--- config.mk ---
export PLATFORM = sky130hd
export DESIGN_NAME = pc_unit
export DESIGN_NICKNAME = d
export VERILOG_FILES = /design/src/rtl/pc_unit.sv
export SDC_FILE = /design/constraint.sdc
export NUM_CORES = 1
export LEC_CHECK = 0
export ABC_AREA = 1
export CORE_MARGIN = 2
export CORE_UTILIZATION = 45
export DETAILED_ROUTE_END_ITERATION = 10
export PLACE_DENSITY = 0.83
export SYNTH_ARGS = -nofsm -noshare
export SYNTH_HDL_FRONTEND = slang
export SYNTH_SLANG_ARGS = --single-unit
--- constraint.sdc ---
create_clock -name Clk -period 4.1 [get_ports Clk]
set_clock_uncertainty 0.15 [all_clocks]
set_input_delay 1.025 -clock Clk [delete_from_list [all_inputs] [get_ports Clk]]
set_output_delay 1.025 -clock Clk [all_outputs]
set_load 0.01 [all_outputs]
--- src/rtl/pc_unit.sv ---
// ---------------------------------------------------------------------------
// pc_unit : program-counter unit at the front of the fetch stage.
//
// Holds the fetch address and sequences it through a short post-reset boot
// delay, normal sequential fetch, hazard stalls, branch/jump redirects,
// exception entry/return and halt. Fetch addresses that are misaligned or
// fall outside the instruction-memory window are flagged, but still loaded.
//
// Ports
//   Clk            clock, all state updates on the rising edge
//   Reset          synchronous, active-high; returns to BOOT at RESET_ADDR
//   Stall          hold Pc for this edge
//   RedirectValid  load RedirectPC (branch/jump taken)
//   RedirectPC     redirect target
//   ExcReq         load EXC_VECTOR
//   EretReq        load Epc
//   Epc            exception return address from CP0
//   Halt           stop fetching until Reset
//   Pc             registered fetch address
//   PcValid        Pc is a live fetch (RUN only)
//   FetchExc       Pc misaligned or outside the fetch window (combinational)
//   State          FSM state: 0 BOOT, 1 RUN, 2 HALT
// ---------------------------------------------------------------------------
module pc_unit #(
    parameter int unsigned WIDTH       = 32,
    parameter logic [31:0] RESET_ADDR  = 32'h0000_3000,
    parameter logic [31:0] EXC_VECTOR  = 32'h0000_4180,
    parameter logic [31:0] IM_BASE     = 32'h0000_3000,
    parameter logic [31:0] IM_BYTES    = 32'h0000_4000,
    parameter int unsigned BOOT_CYCLES = 2
) (
    input  logic             Clk,
    input  logic             Reset,
    input  logic             Stall,
    input  logic             RedirectValid,
    input  logic [WIDTH-1:0] RedirectPC,
    input  logic             ExcReq,
    input  logic             EretReq,
    input  logic [WIDTH-1:0] Epc,
    input  logic             Halt,
    output logic [WIDTH-1:0] Pc,
    output logic             PcValid,
    output logic             FetchExc,
    output logic [1:0]       State
);

    typedef enum logic [1:0] {
        BOOT = 2'd0,
        RUN  = 2'd1,
        HALT = 2'd2
    } state_t;

    localparam int unsigned      CNT_W    = (BOOT_CYCLES > 1) ? $clog2(BOOT_CYCLES) : 1;
    localparam logic [CNT_W-1:0] CNT_LAST = CNT_W'(BOOT_CYCLES - 1);
    localparam logic [WIDTH-1:0] RST_PC   = WIDTH'(RESET_ADDR);
    localparam logic [WIDTH-1:0] EXC_PC   = WIDTH'(EXC_VECTOR);
    // Window bounds carry one extra bit so IM_BASE + IM_BYTES cannot wrap.
    localparam logic [WIDTH:0]   WIN_LO   = (WIDTH + 1)'(IM_BASE);
    localparam logic [WIDTH:0]   WIN_HI   = WIN_LO + (WIDTH + 1)'(IM_BYTES);

    state_t           state_q, state_d;
    logic [WIDTH-1:0] pc_q, pc_d;
    logic [CNT_W-1:0] cnt_q, cnt_d;

    always_ff @(posedge Clk) begin
        if (Reset) begin
            state_q <= BOOT;
            pc_q    <= RST_PC;
            cnt_q   <= '0;
        end else begin
            state_q <= state_d;
            pc_q    <= pc_d;
            cnt_q   <= cnt_d;
        end
    end

    always_comb begin
        state_d = state_q;
        pc_d    = pc_q;
        cnt_d   = cnt_q;
        unique case (state_q)
            BOOT: begin
                // Pc stays at RESET_ADDR, so the first RUN cycle fetches it.
                if (cnt_q == CNT_LAST) begin
                    state_d = RUN;
                end else begin
                    cnt_d = cnt_q + CNT_W'(1);
                end
            end
            RUN: begin
                if (Halt) begin
                    state_d = HALT;
                end else if (ExcReq) begin
                    pc_d = EXC_PC;
                end else if (EretReq) begin
                    pc_d = Epc;
                end else if (Stall) begin
                    // A redirect arriving during a stall is dropped; the
                    // issuing stage re-asserts it once the stall clears.
                    pc_d = pc_q;
                end else if (RedirectValid) begin
                    pc_d = RedirectPC;
                end else begin
                    pc_d = pc_q + WIDTH'(4);
                end
            end
            HALT: begin
                state_d = HALT;
            end
            default: begin
                state_d = BOOT;
                pc_d    = RST_PC;
                cnt_d   = '0;
            end
        endcase
    end

    assign Pc       = pc_q;
    assign State    = state_q;
    assign PcValid  = (state_q == RUN);
    assign FetchExc = PcValid & ((pc_q[1:0] != 2'b00)
                               | ({1'b0, pc_q} < WIN_LO)
                               | ({1'b0, pc_q} >= WIN_HI));

endmodule

==> summary.txt <==
Outcome
  • Status: complete, no violations

Job
  • # Max-Cap Violations: 0

Clocking
  • CTS tree: yes
  • CTS sink count: 35
  • CTS clk-pin slew, worst paths: approximately 0.070 ns
  • Hold Buf Count CTS: 0
  • Clock Latency Late Sink: approximately 0.29 ns
  • Resized cells post-CTS: 0
  • Root Driver: clkbuf_8
  • Cts bufs inserted: 5
  • H-tree depth: 2
  • Clock Tree Buf Depth: 2
  • Post-CTS setup buffer count: 0

Pwr
  • Clk pwr share: a little over a fifth
  • Sequential power share: between 30% and 40%
  • Int Pwr: about 0.71 mW
  • Leakage power: 1.40 nW
  • Pwr Density: slightly below 300 mW/mm^2
  • Peak VDD IR: just over 0.4 mV
  • Logic pwr share: between 40% and 50%
  • Switching Fraction: 39.3%
  • Switching pwr: roughly 0.46 mW
  • PnR Total Power: 1.16 mW

Worst setup path
  • CP Capture Type: flip-flop
  • Worst R2R End: Pc[28]
  • Reg2reg start: State[1]
  • Cell family with most CP delay: buffers and inverters
  • CP Buf/Inv Count: 3
  • Critical path endpoint: Pc[12]
  • Worst stage delay on the critical path: between 0.8 and 0.9 ns
  • Crit path cell chain: clkdlybuf4s50_1 > inv_1 > nor2_2 > inv_2 > o221a_2 > o21ai_0 > nand2_1 > nand2_1 > nand2_1
  • CP Class: primary input to flip-flop
  • CP max FO: 16
  • CP startpoint: RedirectValid
  • FF-to-FF setup slack: about 1.5 ns
  • Most frequent CP cell: nand2_1
  • CP startpoint kind: primary input
  • Worst r2r path cells: 11
  • CP required: approximately 4.1 ns
  • Worst path depth: 9
  • Slowest cell on the critical path: clkdlybuf4s50_1
  • Critical path data arrival time: roughly 3.3 ns

Drt
  • Routed Antenna Nets: 0
  • Pre-antenna DRT Iters: 4
  • DR DRC count: 0
  • DR vias: around 3.5k
  • Iteration-0 DRC Markers: 208
  • Avg Vias per Cell: between 5 and 6
  • WL per Instance: between 10 and 15 um
  • Routed wire length: approximately 9800 um

Logic synthesis
  • Register area share after synthesis: roughly a quarter
  • Top cell type's share of synthesized area: 24.7%
  • Yosys top cell by area: dfxtp_1
  • Yosys Warn Count: 0
  • Cell count after synthesis: 488
  • Top cells by area, synth: dfxtp_1 (25%), nand2_1 (20%), a21oi_1 (9.2%), nor2_1 (8.9%), nand3_1 (5.5%)
  • Netlist cell types: 34
  • Most used DFF post-synth: dfxtp_1
  • Number of enable flip-flop cells after synthesis: 0
  • Post-synthesis average cell area: between 5 and 6 um^2
  • Register bit total from synthesis: 35
  • FFs w/ async S/R, synth: 0%
  • Syn Nets: around 560
  • Synth Cell Area: roughly 0.0028 mm^2

Timing
  • Min Hold Slack: approximately 0.35 ns
  • Hold Fails Final Rpt: 0
  • # setup viols final: 0
  • Fin crit period: ~3.3 ns
  • Fmax achieved: slightly above 300 MHz
  • Setup_tns: 0 ns
  • Worst Slack Setup Final: between 0.8 and 0.9 ns
  • Fin. max-slew vios: 0
  • Worst rel slew slack: 53.2%
  • RSZ-0062 raised after global routing: no
  • Slew at the pin closest to its max-slew limit: 0.701 ns
  • Period utilisation layout: roughly four fifths

Global route
  • Remaining Overflow, GRT: 0
  • First-pass GRT wire length: ~16000 um
  • Global-route met3 utilization: 5.67%
  • GRT met2 Usage: 47.4%
  • Vias in the first global route: 3479
  • Tot GR Track Use: about 28%
  • Largest net degree at the start of global routing: 35
  • Initial antenna violation count: 0
  • Met1 GRT Util: 35.8%
  • Busiest grt layer: met2

Finish
  • Most frequent cells in the layout: nand2_1 (152), clkdlybuf4s50_1 (106), nor2_1 (67), a21oi_1 (52), inv_1 (36)
  • Most common cell after layout, fill and taps aside: nand2_1
  • Layout Utilization: roughly 67%
  • Ant. Diodes: 0
  • Post-synthesis to final-layout area growth: 41.2%
  • Share of layout cells above drive strength 1: 7.65%
  • FILL cells: between 500 and 600
  • Layout net count: approximately 660

Floorplanning
  • Die width: 83.4 um
  • Total core area: 0.00599 mm^2
  • Die extent in y: around 83 um
  • Rows: 28
  • Num ports: between 100 and 150
  • Initial Util: 47.3%
  • DIE AREA: slightly below 0.007 mm^2

Min path
  • Worst hold path type: flip-flop to flip-flop
  • HP Start: Pc[1]

Placed design
  • Post-place setup slack: around 0.59 ns
  • Gpl congestion: between 1 and 1.5
  • Detailed Place HPWL: 7380 um
  • I/O Buffers: approximately 110
-- flip-flops by register name, summed over array words and instances, names as in the netlist --
| signal | count |
|---|---|
| Pc | 32 |
| State | 2 |
| cnt_q | 1 |
-- cell families (layout without fill, tap and decap cells) --
family	count (synthesis)	in the layout	share of synthesized area [%]
and+or+nand+nor	294	294	45.5
AOI/OAI and AO/OA	94	94	18.1
buffers and inverters	57	157	8.60
DFF	35	35	24.7
adders and majority gates	5	5	2.21
xor gates and xnor gates	3	3	0.927
-- through the flow --
stage | std cells | area [um^2]
5_1_grt | 663 | 4000
3_3_place_gp | 655 | 3920
2_1_floorplan | 488 | 2840
3_5_place_dp | 655 | 3920
4_1_cts | 663 | 4000
6_report | 663 | 4000
-- power by group through the flow --
stage	logic, mW	registers (mW)	clock network (mW)
final	0.489	0.420	0.253
after global routing	0.533	0.425	0.264
after CTS	0.485	0.419	0.254
after detailed placement	0.481	0.427	0
after global placement	0.467	0.425	0
after floorplan	0.269	0.429	0
-- synth_stat cells, types with 4 or more instances --
library cell,count
o21ai_0,17
nand4_1,4
o21ai_1,4
nor3_1,5
clkbuf_1,9
buf_2,4
nor2_1,67
a21oi_1,52
inv_1,36
nor2_2,21
o22ai_1,14
nand3_1,31
dfxtp_1,35
ha_1,5
nand2_1,152
-- worst min-delay path, stage by stage (launching register included) --
cell and delay (ns):
dfxtp_1 0.33, nand2_1 0.07, a21oi_1 0.05
-- worst min-delay path by stage --
stage | depth (start not counted) | endpoint
4_1_cts | 2 | Pc[1]
6_report | 2 | Pc[1]
3_3_place_gp | 2 | Pc[1]
5_1_grt | 2 | Pc[1]
2_1_floorplan | 2 | cnt_q
3_5_place_dp | 2 | Pc[1]
-- final cells by class --
type                    instances  area, um^2  area share [%]
multi-input cells             396        1890            47.2
repair buffers                109        1080            27.1
flip-flops and latches         35         701            17.5
inverters                      40         153            3.81
well taps                      75        93.8            2.34
clock buffers                   7        76.3            1.91
clock inverters                 1        5.00           0.125
-- routing by layer --
metal  wire [um]  up-vias
met3         722       19
met2        4600      147
met4         205        0
met5           0        -
li1            -     1791
met1        4290     1579
Note: power is estimated with default switching activity, not from simulation.
